[config.mk]
export PLATFORM = sky130hd
export DESIGN_NAME = instruction_fetch
export DESIGN_NICKNAME = d
export VERILOG_FILES = /design/src/rtl/instruction_fetch.sv
export SDC_FILE = /design/constraint.sdc
export NUM_CORES = 1
export LEC_CHECK = 0
export ABC_CLOCK_PERIOD_IN_PS = 4300
export CORE_MARGIN = 2
export CORE_UTILIZATION = 30
export DETAILED_ROUTE_END_ITERATION = 12
export GPL_TIMING_DRIVEN = 0
export PLACE_DENSITY = 0.61
export SETUP_SLACK_MARGIN = 0.05
export SLEW_MARGIN = 20
export SYNTH_ARGS = -nofsm -noshare
export SYNTH_HDL_FRONTEND = slang
export SYNTH_SLANG_ARGS = --single-unit
[constraint.sdc]
create_clock -name clk -period 4.3 [get_ports clk]
set_clock_uncertainty 0.15 [all_clocks]
set_input_delay 0.645 -clock clk [delete_from_list [all_inputs] [get_ports clk]]
set_output_delay 0.645 -clock clk [all_outputs]
set_load 0.05 [all_outputs]
[src/rtl/instruction_fetch.sv]
// Instruction fetch unit: single-outstanding imem requests feeding a small
// prefetch FIFO, with branch redirect that flushes the prefetched stream.
module instruction_fetch #(
  parameter logic [31:0] reset_pc = 32'h00010000,
  parameter int          DEPTH    = 2
) (
  input  logic        clk,
  input  logic        reset,
  output logic        imem_req,
  output logic [31:0] imem_addr,
  input  logic        imem_ack,
  input  logic [31:0] imem_data,
  input  logic        redirect_valid,
  input  logic [31:0] redirect_pc,
  output logic        instr_valid,
  input  logic        instr_ready,
  output logic [31:0] instr_out,
  output logic [31:0] instr_pc
);

  localparam int PTR_W = $clog2(DEPTH);
  localparam int CNT_W = PTR_W + 1;
  localparam logic [CNT_W-1:0] DEPTH_C = CNT_W'(DEPTH);

  typedef enum logic [1:0] {IDLE, REQ, FLUSH} state_t;

  state_t           state_reg;
  logic [31:0]      fetch_pc_reg;
  logic [31:0]      flush_addr_reg;
  logic [PTR_W-1:0] head_reg;
  logic [PTR_W-1:0] tail_reg;
  logic [CNT_W-1:0] count_reg;
  logic [31:0]      pc_mem   [DEPTH];
  logic [31:0]      data_mem [DEPTH];

  logic [31:0]      target_pc;
  logic             push;
  logic             pop;
  logic [CNT_W-1:0] count_after;

  assign target_pc   = {redirect_pc[31:2], 2'b00};
  assign push        = (state_reg == REQ) && imem_ack && !redirect_valid;
  assign pop         = instr_valid && instr_ready && !redirect_valid;
  assign count_after = count_reg + CNT_W'(push) - CNT_W'(pop);

  assign imem_req    = (state_reg != IDLE);
  // While flushing, the abandoned request's address must stay on the bus.
  assign imem_addr   = (state_reg == FLUSH) ? flush_addr_reg : fetch_pc_reg;
  assign instr_valid = (count_reg != '0);
  assign instr_out   = data_mem[head_reg];
  assign instr_pc    = pc_mem[head_reg];

  always_ff @(posedge clk) begin
    if (!reset) begin
      state_reg      <= IDLE;
      fetch_pc_reg   <= reset_pc;
      flush_addr_reg <= reset_pc;
      head_reg       <= '0;
      tail_reg       <= '0;
      count_reg      <= '0;
    end else if (redirect_valid) begin
      fetch_pc_reg <= target_pc;
      head_reg     <= '0;
      tail_reg     <= '0;
      count_reg    <= '0;
      case (state_reg)
        REQ: begin
          if (!imem_ack) begin
            flush_addr_reg <= fetch_pc_reg;
            state_reg      <= FLUSH;
          end
        end
        FLUSH:   if (imem_ack) state_reg <= REQ;
        default: state_reg <= REQ;
      endcase
    end else begin
      if (push) begin
        tail_reg     <= tail_reg + 1'b1;
        fetch_pc_reg <= fetch_pc_reg + 32'd4;
      end
      if (pop) head_reg <= head_reg + 1'b1;
      count_reg <= count_after;
      case (state_reg)
        IDLE:    if (count_reg < DEPTH_C) state_reg <= REQ;
        REQ:     if (imem_ack && (count_after >= DEPTH_C)) state_reg <= IDLE;
        FLUSH:   if (imem_ack) state_reg <= REQ;
        default: state_reg <= IDLE;
      endcase
    end
  end

  // Entries are cleared on reset so the head reads as zero out of reset.
  always_ff @(posedge clk) begin
    if (!reset) begin
      for (int i = 0; i < DEPTH; i++) begin
        pc_mem[i]   <= '0;
        data_mem[i] <= '0;
      end
    end else if (push) begin
      pc_mem[tail_reg]   <= fetch_pc_reg;
      data_mem[tail_reg] <= imem_data;
    end
  end

endmodule

==> results of run 1 <==
[routing by layer]
layer	GRT usage (%)	vias up
li1	-	3040
met5	0	-
met2	24.8	169
met4	4.06	0
met1	20.0	3004
met3	3.34	18
[stage by stage]
stage | utilization, % | cells | area [sq um] | TNS (ns)
final | 39.7 | 1355 | 11700 | 0
after global routing | 39.7 | 1355 | 11700 | 0
after detailed placement | 37.8 | 1322 | 11100 | 0
after floorplan | - | 768 | 8940 | 0
after CTS | 39.7 | 1354 | 11700 | 0
after global placement | 37.4 | 1318 | 11000 | -212.25
[logic make-up (layout without fill, tap and decap cells)]
group	Yosys count	count (layout)	share of synthesized area, %
AOI/OAI and AO/OA	90	90	6.39
xor gates and xnor gates	30	30	2.94
adders and majority gates	6	6	0.840
buffers and inverters	70	266	3.33
DFF	191	191	56.7
muxes	94	94	11.8
other	1	5	0.0420
and+or+nand+nor	283	283	17.9
[layout make-up]
class	instances	area (sq um)	share of cell area, %
diodes	1	2.50	0.0214
plain buffers	64	275	2.35
clock buffers	20	489	4.18
clock inverters	12	92.6	0.790
inverters	6	22.5	0.192
multi-input cells	507	3610	30.8
flip-flops and latches	191	5060	43.2
well taps	390	488	4.17
repair buffers	164	1670	14.3
[synth_stat cells (2+ instances only)]
cell / instances / area share [%]
a21boi_0: 30 / 2.5
mux2_2: 92 / 12
mux2i_1: 2 / 0.22
and2_2: 2 / 0.17
nand2_1: 77 / 3.2
nand2b_1: 4 / 0.28
and2_1: 126 / 8.8
buf_1: 3 / 0.13
or2_2: 2 / 0.14
o21ai_0: 27 / 1.5
nand3_1: 15 / 0.84
clkbuf_1: 41 / 1.7
o211a_1: 5 / 0.56
dfxtp_1: 67 / 15
nand4_1: 10 / 0.70
nor3_1: 6 / 0.34
and4_1: 6 / 0.59
buf_4: 4 / 0.34
clkbuf_2: 3 / 0.17
edfxtp_1: 124 / 42
nor2_1: 16 / 0.67
a21oi_1: 22 / 1.2
nor4_4: 2 / 0.48
xnor2_1: 12 / 1.2
nand4_4: 2 / 0.48
inv_1: 5 / 0.21
nand3b_1: 2 / 0.17
buf_2: 13 / 0.73
xor2_1: 18 / 1.8
and3_1: 7 / 0.49
ha_1: 6 / 0.84
[tightest hold or removal path, cell delays in order (launching register included)]
cell	delay (ns)
dfxtp_1	0.31
nand2_1	0.05
a21boi_0	0.06
[final timing paths]
check | startpoint | end | depth (start not counted)
hold reg to reg | flush_addr_reg[19] | flush_addr_reg[19] | 2
hold / removal | flush_addr_reg[19] | flush_addr_reg[19] | 2
setup reg to reg | state_reg[1] | state_reg[0] | 12
setup / recovery | state_reg[0] | imem_addr[31] | 6
[power by group through the flow]
stage                     Clock [W]  Combinational, W  Sequential (W)
after floorplan                   0          0.000433         0.00210
after global placement            0          0.000681         0.00212
after detailed placement          0          0.000694         0.00212
after CTS                   0.00160          0.000698         0.00207
after global routing        0.00167          0.000731         0.00208
final                       0.00156          0.000689         0.00207
==> results.py, run 1 <==
metrics = {
    "power_and_ir_drop": {
        "clkPwrFrac_pct": 36.1,
        "power_density_nw_per_um2": 369,
        "internal_power_w": 0.00313,
        "combPwrFrac_pct": 16.0,
        "seq_power_share_pct": 48.0,
        "ir_drop_mv": 0.254,
        "power.switching_w": 0.00119,
        "finalPower_w": 0.00432,
        "p_leak_nw": 4.28,
        "swShare_pct": 27.6,
    },
    "die": {
        "dieArea_sq_um": 31200,
        "fp.dieW_um": 177,
        "initial_core_util_pct": 30.3,
        "die_y_um": 177,
        "core_sq_um": 29500,
        "boundaryPins": 167,
        "rows": 63,
    },
    "drt": {
        "top_layer": "met4",
        "drc": 0,
        "met2_length_um": 11100,
        "met3_wirelength_um": 1230,
        "ant_nets": 0,
        "wirelength_um": 23200,
        "routed-via-count": 6231,
        "wirelength_met1_um": 10600,
        "via_per_inst": 4.60,
        "firstDrtPassIters": 5,
        "routedWlPerCell_um": 17.2,
        "drt_iter0_drc": 323,
    },
    "critical_path": {
        "crit_arrival_ns": 3.05,
        "path_buf_inv": 4,
        "required_ns": 3.50,
        "crit_chain": "inv_1 -> ha_1 -> clkbuf_1 -> buf_1 -> mux2_2 -> clkdlybuf4s50_1",
        "critPathTopFamily": "buffers and inverters",
        "max_stage_delay_ns": 0.71,
        "crit_path_top_delay_cell": "clkdlybuf4s50_1",
        "path_class": "reg2out",
        "cp_max_fo": 10,
        "end_kind": "primary output",
        "startpoint_type": "flip-flop",
        "r2r_slack_ns": 1.65,
    },
    "timing": {
        "hold_viol_final": 0,
        "worst_pin_slew_ns": 0.764,
        "min_period_ns": 3.84,
        "worst_hold_slack_ns": 0.313,
        "maxSlewViolCount": 0,
        "max_slew_margin_pct": 49.1,
        "rsz0062_at_grt": "false",
        "fmax_mhz": 260,
        "period_share_pct": 89.3,
        "setup_viol_count_final": 0,
        "fin_ws_ns": 0.459,
    },
    "final_layout": {
        "layout_commonest_cell": "clkdlybuf4s50_1",
        "area_delta_synth_final_pct": 31.1,
        "largest_reg_flops": 64,
        "largestRegisters": "data_mem: 64 flops, pc_mem: 60 flops",
        "fill_cells": 2864,
        "layout-drive-gt1-share_pct": 16.9,
        "regMostFlops": "data_mem",
        "nNetsFinal": 1026,
        "final_cell_mix": "clkdlybuf4s50_1, and2_1, edfxtp_1, mux2_2, nand2_1",
    },
    "cts": {
        "cts_num_sinks": 191,
        "numCtsBuffers": 17,
        "htreeDepth": 4,
        "cts_tree": "built",
        "cts_buffer_depth": 2,
        "post_cts_buffers": 0,
        "ctsHoldBuffers": 0,
        "cts-resized-gates": 0,
        "path_clk_slew_ns": 0.08,
        "clockRootBuffer": "clkbuf_16",
        "clk_latency_ns": 0.44,
    },
    "status": {
        "status": "finished clean",
    },
    "place": {
        "place.gp.congestion": 0.800,
        "place_hpwl_um": 16600,
        "preCtsSetupSlack_ns": 0.760,
        "port_buffers": 160,
    },
    "logic_synthesis": {
        "synth_area_per_cell_sq_um": 11.7,
        "netlist_area_sq_um": 8930,
        "ys_async_sr_fraction_pct": 0,
        "yosys_warnings": 0,
        "ys_seq_area_share_pct": 56.7,
        "synth_edf_count": 124,
        "synthDistinctLibCells": 45,
        "synth_cells": 765,
        "postSynthRegisterBits": 191,
        "synth_flop_cell": "edfxtp_1",
    },
    "global_route": {
        "grt.overflow.total": 0,
        "grtUsageTotal_pct": 15.1,
        "grt_max_degree": 47,
        "antenna_found_initial": 1,
        "grt_pass1_wl_um": 35300,
        "grt_pass1_vias": 6177,
    },
    "job": {
        "maxCapViolCount": 0,
    },
    "min_path": {
        "hp-class": "reg2reg",
    },
}
Note: power is estimated with default switching activity, not from simulation.
==> inputs of run 2 (changes only) <==
CELL_PAD_IN_SITES_DETAIL_PLACEMENT = 0   (was not set)
CELL_PAD_IN_SITES_GLOBAL_PLACEMENT = 1   (was not set)
CTS_CLUSTER_SIZE = 30   (was not set)
PLACE_DENSITY = 0.71   (was 0.61)
==> run 2 against run 1 <==
Via count fell by 2.6%. Sequential share of layout area barely moved. First-iteration DRC count rose by 3.7%. Register-to-register slack lost 0.03 ns. Sequential power barely moved. Final cell count is essentially flat. Global-route usage is 0.051 points higher. Utilization about the same. Non-clock buffer count unchanged. Critical endpoint unchanged.
==> results.py, run 2 (synthesis gave the netlist of run 1 again) <==
metrics = {
    "cts": {
        "clockRootBuffer": "clkbuf_16",
        "numCtsBuffers": 17,
        "cts_num_sinks": 191,
        "cts-resized-gates": 0,
        "cts_tree": "built",
        "clk_latency_ns": 0.43,
        "ctsHoldBuffers": 0,
        "htreeDepth": 4,
        "cts_buffer_depth": 2,
        "post_cts_buffers": 0,
        "path_clk_slew_ns": 0.08,
    },
    "drt": {
        "firstDrtPassIters": 4,
        "via_per_inst": 4.48,
        "ant_nets": 0,
        "drt_iter0_drc": 335,
        "routed-via-count": 6069,
        "drc": 0,
        "wirelength_um": 23100,
        "routedWlPerCell_um": 17.0,
    },
    "timing": {
        "worst_pin_slew_ns": 0.794,
        "fin_ws_ns": 0.458,
        "period_share_pct": 89.3,
        "rsz0062_at_grt": "false",
        "maxSlewViolCount": 0,
        "hold_viol_final": 0,
        "fmax_mhz": 260,
        "min_period_ns": 3.84,
        "finalSetupTns_ns": 0,
        "worst_hold_slack_ns": 0.312,
        "setup_viol_count_final": 0,
        "max_slew_margin_pct": 47.1,
    },
    "final_layout": {
        "fill_cells": 2886,
        "antenna_cells": 0,
        "layout_commonest_cell": "clkdlybuf4s50_1",
        "final_core_util_pct": 39.7,
        "regMostFlops": "data_mem",
        "final_cell_mix": "clkdlybuf4s50_1, and2_1, edfxtp_1, mux2_2, nand2_1",
        "largest_reg_flops": 64,
        "layout-drive-gt1-share_pct": 16.9,
        "multi_input_area_sq_um": 3610,
        "area_delta_synth_final_pct": 31.0,
        "nNetsFinal": 1026,
        "largestRegisters": "data_mem: 64 flops, pc_mem: 60 flops",
        "regArea_sq_um": 5060,
    },
    "global_route": {
        "grtUsageTotal_pct": 15.1,
        "grt_pass1_wl_um": 35500,
        "grt_max_degree": 45,
        "antenna_found_initial": 0,
        "grt_pass1_vias": 6093,
        "grt.overflow.total": 0,
    },
    "die": {
        "fp.dieW_um": 177,
        "initial_core_util_pct": 30.3,
        "core_sq_um": 29500,
        "boundaryPins": 167,
        "rows": 63,
        "die_y_um": 177,
        "dieArea_sq_um": 31200,
    },
    "power_and_ir_drop": {
        "p_leak_nw": 4.26,
        "power_density_nw_per_um2": 368,
        "ir_drop_mv": 0.266,
    },
    "critical_path": {
        "worstReg2RegEnd": "state_reg[0]",
        "r2r_slack_ns": 1.62,
        "cp_max_fo": 10,
        "path_class": "reg2out",
        "reg2reg_depth": 12,
        "reg2reg_from": "state_reg[1]",
        "max_stage_delay_ns": 0.71,
        "crit_arrival_ns": 3.05,
        "startpoint_type": "flip-flop",
        "required_ns": 3.50,
        "crit_path_top_delay_cell": "clkdlybuf4s50_1",
        "crit_chain": "inv_1 -> ha_1 -> clkbuf_1 -> buf_1 -> mux2_2 -> clkdlybuf4s50_1",
        "end_kind": "primary output",
    },
    "place": {
        "place_hpwl_um": 16600,
        "port_buffers": 160,
        "place.gp.congestion": 0.803,
        "preCtsSetupSlack_ns": 0.746,
    },
    "status": {
        "status": "finished clean",
    },
    "job": {
        "maxCapViolCount": 0,
    },
    "min_path": {
        "worstHoldEndpoint": "flush_addr_reg[15]",
        "hp-class": "reg2reg",
        "min_from": "flush_addr_reg[15]",
        "hold_depth": 2,
    },
}
## run 2: worst max-delay path by stage
stage / to / slack, ns / start / cells past startpoint
final: imem_addr[31] / 0.46 / state_reg[0] / 6
after global routing: imem_addr[31] / 0.27 / state_reg[0] / 6
after CTS: imem_addr[31] / 0.42 / state_reg[0] / 6
after detailed placement: state_reg[0] / 0.75 / redirect_valid / 12
after global placement: pc_mem[1][25] / -1.69 / redirect_valid / 5
after floorplan: data_mem[0][0] / 0.81 / redirect_valid / 4
## run 2: area by class of cell
class	count	share of cell area, %
flip-flops and latches	191	43.3
clock buffers	17	3.63
multi-input cells	507	30.8
repair buffers	164	14.3
plain buffers	64	2.35
well taps	390	4.17
inverters	6	0.192
clock inverters	15	1.28
## run 2: where the power goes
group | internal (W) | leakage [nW] | switching [W]
sequential | 0.00203 | 1.83 | 0.0000426
clock | 0.000773 | 0.276 | 0.000776
combinational | 0.000260 | 2.15 | 0.000426
## run 2: critical path, delay by kind of cell, from the launching register on
kind,cells,cell delay [ns]
buffers and inverters,4,1.68
adder cells (fa/ha/maj),1,0.14
multiplexers,1,0.45
flip-flops,1,0.35
## run 2: metrics by stage
stage | instance area, sq um | cells | total power (W)
global route | 11700 | 1354 | 0.00448
finish | 11700 | 1354 | 0.00431
floorplan | 8940 | 768 | 0.00254
CTS | 11700 | 1354 | 0.00436
global placement | 11000 | 1318 | 0.00280
detailed placement | 11100 | 1322 | 0.00281
## run 2: per-layer routing
| metal | wire, um | track usage (%) | share of wire (%) | vias up |
|---|---|---|---|---|
| met1 | 10700 | 20.3 | 46 | 2894 |
| met3 | 1090 | 3.14 | 4.7 | 14 |
| met4 | 168 | 3.58 | 0.73 | 0 |
| met5 | 0 | 0 | 0 | - |
| li1 | - | - | - | 3032 |
| met2 | 11100 | 25.0 | 48 | 129 |
